<file path="config.mk">
export PLATFORM = sky130hd
export DESIGN_NAME = fifo_th
export DESIGN_NICKNAME = d
export VERILOG_FILES = /design/src/rtl/fifo_th.sv
export SDC_FILE = /design/constraint.sdc
export NUM_CORES = 1
export LEC_CHECK = 0
export ABC_AREA = 1
export ABC_CLOCK_PERIOD_IN_PS = 2200
export BUFFER_PORTS_ARGS = -buffer_cell sky130_fd_sc_hd__buf_2
export CORE_UTILIZATION = 40
export CTS_CLUSTER_SIZE = 28
export DETAILED_ROUTE_END_ITERATION = 7
export PLACE_DENSITY = 0.61
export SLEW_MARGIN = 0
export SYNTH_ARGS = -nofsm -noshare
export SYNTH_HDL_FRONTEND = slang
export SYNTH_SLANG_ARGS = --single-unit
</file>
<file path="constraint.sdc">
create_clock -name clk -period 2.2 [get_ports clk]
set_input_delay 0.11 -clock clk [delete_from_list [all_inputs] [get_ports clk]]
set_output_delay 0.11 -clock clk [all_outputs]
set_load 0.05 [all_outputs]
</file>
<file path="src/rtl/fifo_th.sv">
// rtl/fifo_th.sv - synchronous first-word-fall-through FIFO with almost-full/almost-empty thresholds
// Optional sticky overflow/underflow flags with err_clr: define FIFO_TH_ERR_EN.
module fifo_th #(
  parameter int FIFO_DEPTH = 16,
  parameter int FIFO_WIDTH = 8,
  parameter int AF_TH      = FIFO_DEPTH - 2,
  parameter int AE_TH      = 2,
  parameter int CNT_W      = $clog2(FIFO_DEPTH + 1)
) (
  input  logic                  clk,
  input  logic                  rst_n,
  input  logic                  flush,
  input  logic                  write_en,
  input  logic [FIFO_WIDTH-1:0] data_in,
  output logic                  full,
  output logic                  almost_full,
  input  logic                  read_en,
  output logic [FIFO_WIDTH-1:0] data_out,
  output logic                  empty,
  output logic                  almost_empty,
  output logic [CNT_W-1:0]      cnt
`ifdef FIFO_TH_ERR_EN
  ,
  output logic                  overflow,
  output logic                  underflow,
  input  logic                  err_clr
`endif
);

  localparam int PTR_W = (FIFO_DEPTH > 1) ? $clog2(FIFO_DEPTH) : 1;

  localparam logic [CNT_W-1:0] DEPTH_C = CNT_W'(FIFO_DEPTH);
  localparam logic [CNT_W-1:0] AF_C    = CNT_W'(AF_TH);
  localparam logic [CNT_W-1:0] AE_C    = CNT_W'(AE_TH);
  localparam logic [PTR_W-1:0] LAST_C  = PTR_W'(FIFO_DEPTH - 1);

  logic [FIFO_WIDTH-1:0] mem [FIFO_DEPTH];
  logic [CNT_W-1:0]      count;
  logic [PTR_W-1:0]      wptr;
  logic [PTR_W-1:0]      rptr;
  logic                  wr_acc;
  logic                  rd_acc;
  logic [PTR_W-1:0]      wptr_nxt;
  logic [PTR_W-1:0]      rptr_nxt;

  // Status flags decode only the registered count, never the requests.
  assign full         = (count == DEPTH_C);
  assign empty        = (count == '0);
  assign almost_full  = (count >= AF_C);
  assign almost_empty = (count <= AE_C);
  assign cnt          = count;

  // A read frees a slot in the same cycle, so a full FIFO still takes a write
  // alongside a read; an empty FIFO never bypasses write data to the reader.
  assign rd_acc = read_en && !empty;
  assign wr_acc = write_en && (!full || rd_acc);

  // Explicit wrap so non-power-of-two depths work.
  assign wptr_nxt = (wptr == LAST_C) ? '0 : wptr + PTR_W'(1);
  assign rptr_nxt = (rptr == LAST_C) ? '0 : rptr + PTR_W'(1);

  assign data_out = mem[rptr];

  always_ff @(posedge clk) begin
    if (!rst_n) begin
      count <= '0;
      wptr  <= '0;
      rptr  <= '0;
    end else if (flush) begin
      count <= '0;
      wptr  <= '0;
      rptr  <= '0;
    end else begin
      if (wr_acc) wptr <= wptr_nxt;
      if (rd_acc) rptr <= rptr_nxt;
      case ({wr_acc, rd_acc})
        2'b10:   count <= count + CNT_W'(1);
        2'b01:   count <= count - CNT_W'(1);
        default: count <= count;
      endcase
    end
  end

  // Storage carries no reset; reset and flush only suppress the write.
  always_ff @(posedge clk) begin
    if (rst_n && !flush && wr_acc) mem[wptr] <= data_in;
  end

`ifdef FIFO_TH_ERR_EN
  logic ov_set;
  logic un_set;

  assign ov_set = write_en && full && !read_en && !flush;
  assign un_set = read_en && empty && !flush;

  // A new error in the clearing cycle must not be lost, so set beats clear.
  always_ff @(posedge clk) begin
    if (!rst_n) begin
      overflow  <= 1'b0;
      underflow <= 1'b0;
    end else begin
      overflow  <= ov_set || (overflow && !err_clr);
      underflow <= un_set || (underflow && !err_clr);
    end
  end
`endif

endmodule
</file>
==> impl_metrics.ini <==
[finish]
areaGrowthSynthToFinish_pct = 17.54
area.sequential_um2 = 4189
final_cells = 792
final_net_count = 613
fill_cells = 1315
num_antenna_cells = 0
multi_input_area_um2 = 1539
drive_gt1_share_pct = 15.40

[synthesis]
async_flop_share_pct = 0
synth_seq_cells = 145
yosysTopAreaCell = edfxtp_1
yosysWarnings = 0
synth_area_um2 = 6186
syn_area_per_cell_um2 = 11.33
synthCells = 546
synth.area.top_cells = edfxtp_1 (62%), dfxtp_1 (5.5%), inv_1 (5.3%)
ys_types = 25
ys_seq_area_share_pct = 67.64
synth_top_area_share_pct = 62.14
synth_edf_count = 128
synth_ff_type = edfxtp_1
synthesis.nets = 568

[grt]
overflow = 0
grt_antenna_before_repair = 0
grt_usage_pct = 18.04
grt_pass1_wl_um = 21190
grt_pass1_vias = 3922
grt_start_max_net_pins = 65

[setup_path]
r2r_start = cnt[2]
crit_top_cell = nand3_1
crit_slowest_cell = inv_1
crit_path_end = data_out[3]
cp_num_buf_inv = 2
cp.required_ns = 2.09
crit_chain = inv_1 -> nand3_1 -> nand3_1 -> nand2_1 -> buf_2
crit_family = buffers and inverters
crit_path_end_kind = output port
crit_type = reg2out
cp.arrival_ns = 1.92
critPathLaunchType = flop
worstPathMaxFanout = 16
r2r_setup_slack_ns = 0.18
path_depth = 5
worstRegToRegCells = 11
max_stage_delay_ns = 0.46
reg2reg_to = cnt[4]

[clocking]
clk_pin_slew_ns = 0.06
worstSkewPairLatency_ns = 0.42
htree_levels = 4
cts_tree = yes
hold_buffers = 0
cts_max_path_buffers = 2
cts-root-buf = clkbuf_16
cts_buffers = 17
clock_sinks = 145

[timing]
setup_violations = 0
drv_slew = 0
fin_crit_ns = 2.026
finalHoldViolCount = 0
fin_crit_sh_pct = 92.11
rsz0062_at_grt = false
fmax_mhz = 493.5
max-slew-margin-rel_pct = 55.93
clock-skew-final_ns = 0.005826
worst_pin_slew_ns = 0.6586

[floorplanning]
die_area_um2 = 15970
die_x_um = 126.4
dieHeight_um = 126.4
rows = 45
core_um2 = 15150
initial_utilization_pct = 40.84
ios = 30

[drt]
viasPerCell = 5.135
ant_nets = 0
drc = 0
drt-wirelength-per-cell_um = 17.03
firstDrtPassIters = 6
finalWirelength_um = 13490
drt_iter0_markers = 461
route.vias.total = 4067

[flow_run]
cap_violations = 0

[power_and_ir_drop]
pwr_density_cell_nw_per_um2 = 899.0
p_leak_nw = 2.720
finalPower_mw = 6.537
vdd_drop_max_mv = 0.5536

[placement]
gp_congestion = 0.8390
port_buffers = 29
dp_hpwl_um = 8498
dp.cells = 758

[outcome]
outcome = finished clean

[min_path]
min_path_type = in2reg
how the worst min path moves through the flow:
stage                     startpoint   endpoint  cells after the start
after floorplan           data_in[0]  mem[0][0]                      0
after global placement      write_en    wptr[1]                      3
after detailed placement    write_en    wptr[1]                      3
after CTS                   write_en    wptr[1]                      3
after global routing        write_en    wptr[1]                      3
final                       write_en    wptr[1]                      3
placed cells by master (no fill, tap or decap), types with 2 or more instances in the layout:
cell type	count
nand2_1	59
nor3_1	4
clkbuf_16	17
xnor2_1	2
nand3_1	59
nand2_2	2
inv_1	88
buf_4	18
o211ai_1	32
nor2_2	4
ha_1	8
clkinv_2	4
nand3_2	2
clkbuf_8	3
bufinv_16	4
dfxtp_1	15
clkbuf_1	2
o21ai_0	40
buf_12	2
a21oi_1	41
buf_2	29
edfxtp_1	128
nor2_1	27
xor2_1	2
worst min-delay path, cell delays in order:
cell	delay, ns
buf_2	0.13
o21ai_4	0.10
a21oi_1	0.07
cells by family (layout without fill, tap and decap cells):
group / count (synthesis) / after routing / share of synthesized area (%)
xor+xnor: 4 / 4 / 0.5664
compound gates: 116 / 116 / 10.90
buf+inv: 113 / 171 / 7.565
fa+ha+maj: 9 / 9 / 1.942
simple gates: 159 / 159 / 11.39
flops: 145 / 145 / 67.64
routing by layer:
layer	part of all wire [%]	track usage [%]	up-vias
li1	-	-	1983
met4	1.7	7.158	0
met5	0	0	-
met2	48	28.92	114
met3	5.5	5.272	21
met1	45	23.08	1949
cells in the mapped netlist, drive strengths merged, types with 4 or more instances:
cell type  number
ha              8
nor2           31
buf            21
edfxtp        128
nand3          61
dfxtp          17
a21oi          41
o211ai         32
o21ai          42
clkbuf          4
inv            88
nand2          61
nor3            4
through the flow:
step | setup TNS, ns | hold WS (ns) | setup WS [ns] | util (%) | instance area (um2)
after detailed placement | 0 | 0.4756 | 0.07529 | 43.63 | 6609
after global routing | 0 | 0.04036 | 0.01846 | 48.00 | 7271
after floorplan | -1.564 | 0.2089 | -0.06519 | - | 6186
after CTS | 0 | 0.01849 | 0.04817 | 47.90 | 7254
final | 0 | 0.03971 | 0.1737 | 48.00 | 7271
after global placement | 0 | 0.4675 | 0.1934 | 43.63 | 6609
power by group:
| part | total (mW) | switching, mW | internal (mW) | leakage, nW |
|---|---|---|---|---|
| clock | 3.03 | 1.05 | 1.98 | 0.310 |
| sequential | 3.03 | 0.0225 | 3.01 | 1.29 |
| combinational | 0.475 | 0.348 | 0.127 | 1.12 |
| total | 6.54 | 1.42 | 5.12 | 2.72 |
final cells by class:
type | count | area share (%)
timing repair buffer | 51 | 4.767
multi-input combinational | 288 | 21.17
sequential | 145 | 57.61
tap | 188 | 3.235
clock buffer | 22 | 6.522
clock inverter | 10 | 2.151
inverter | 88 | 4.543
sequential cells by signal, indices dropped and copies added, names as in the netlist, named ones only:
| register | flops |
|---|---|
| cnt | 5 |
| rptr | 4 |
| wptr | 4 |
| mem | 128 |
timing repair:
| action | CTS | global route |
|---|---|---|
| buffers inserted | 1 | 1 |
| resized for setup | 0 | 2 |
| endpoints found under the setup margin | 8 | 6 |
(Power assumes the default switching activity.)
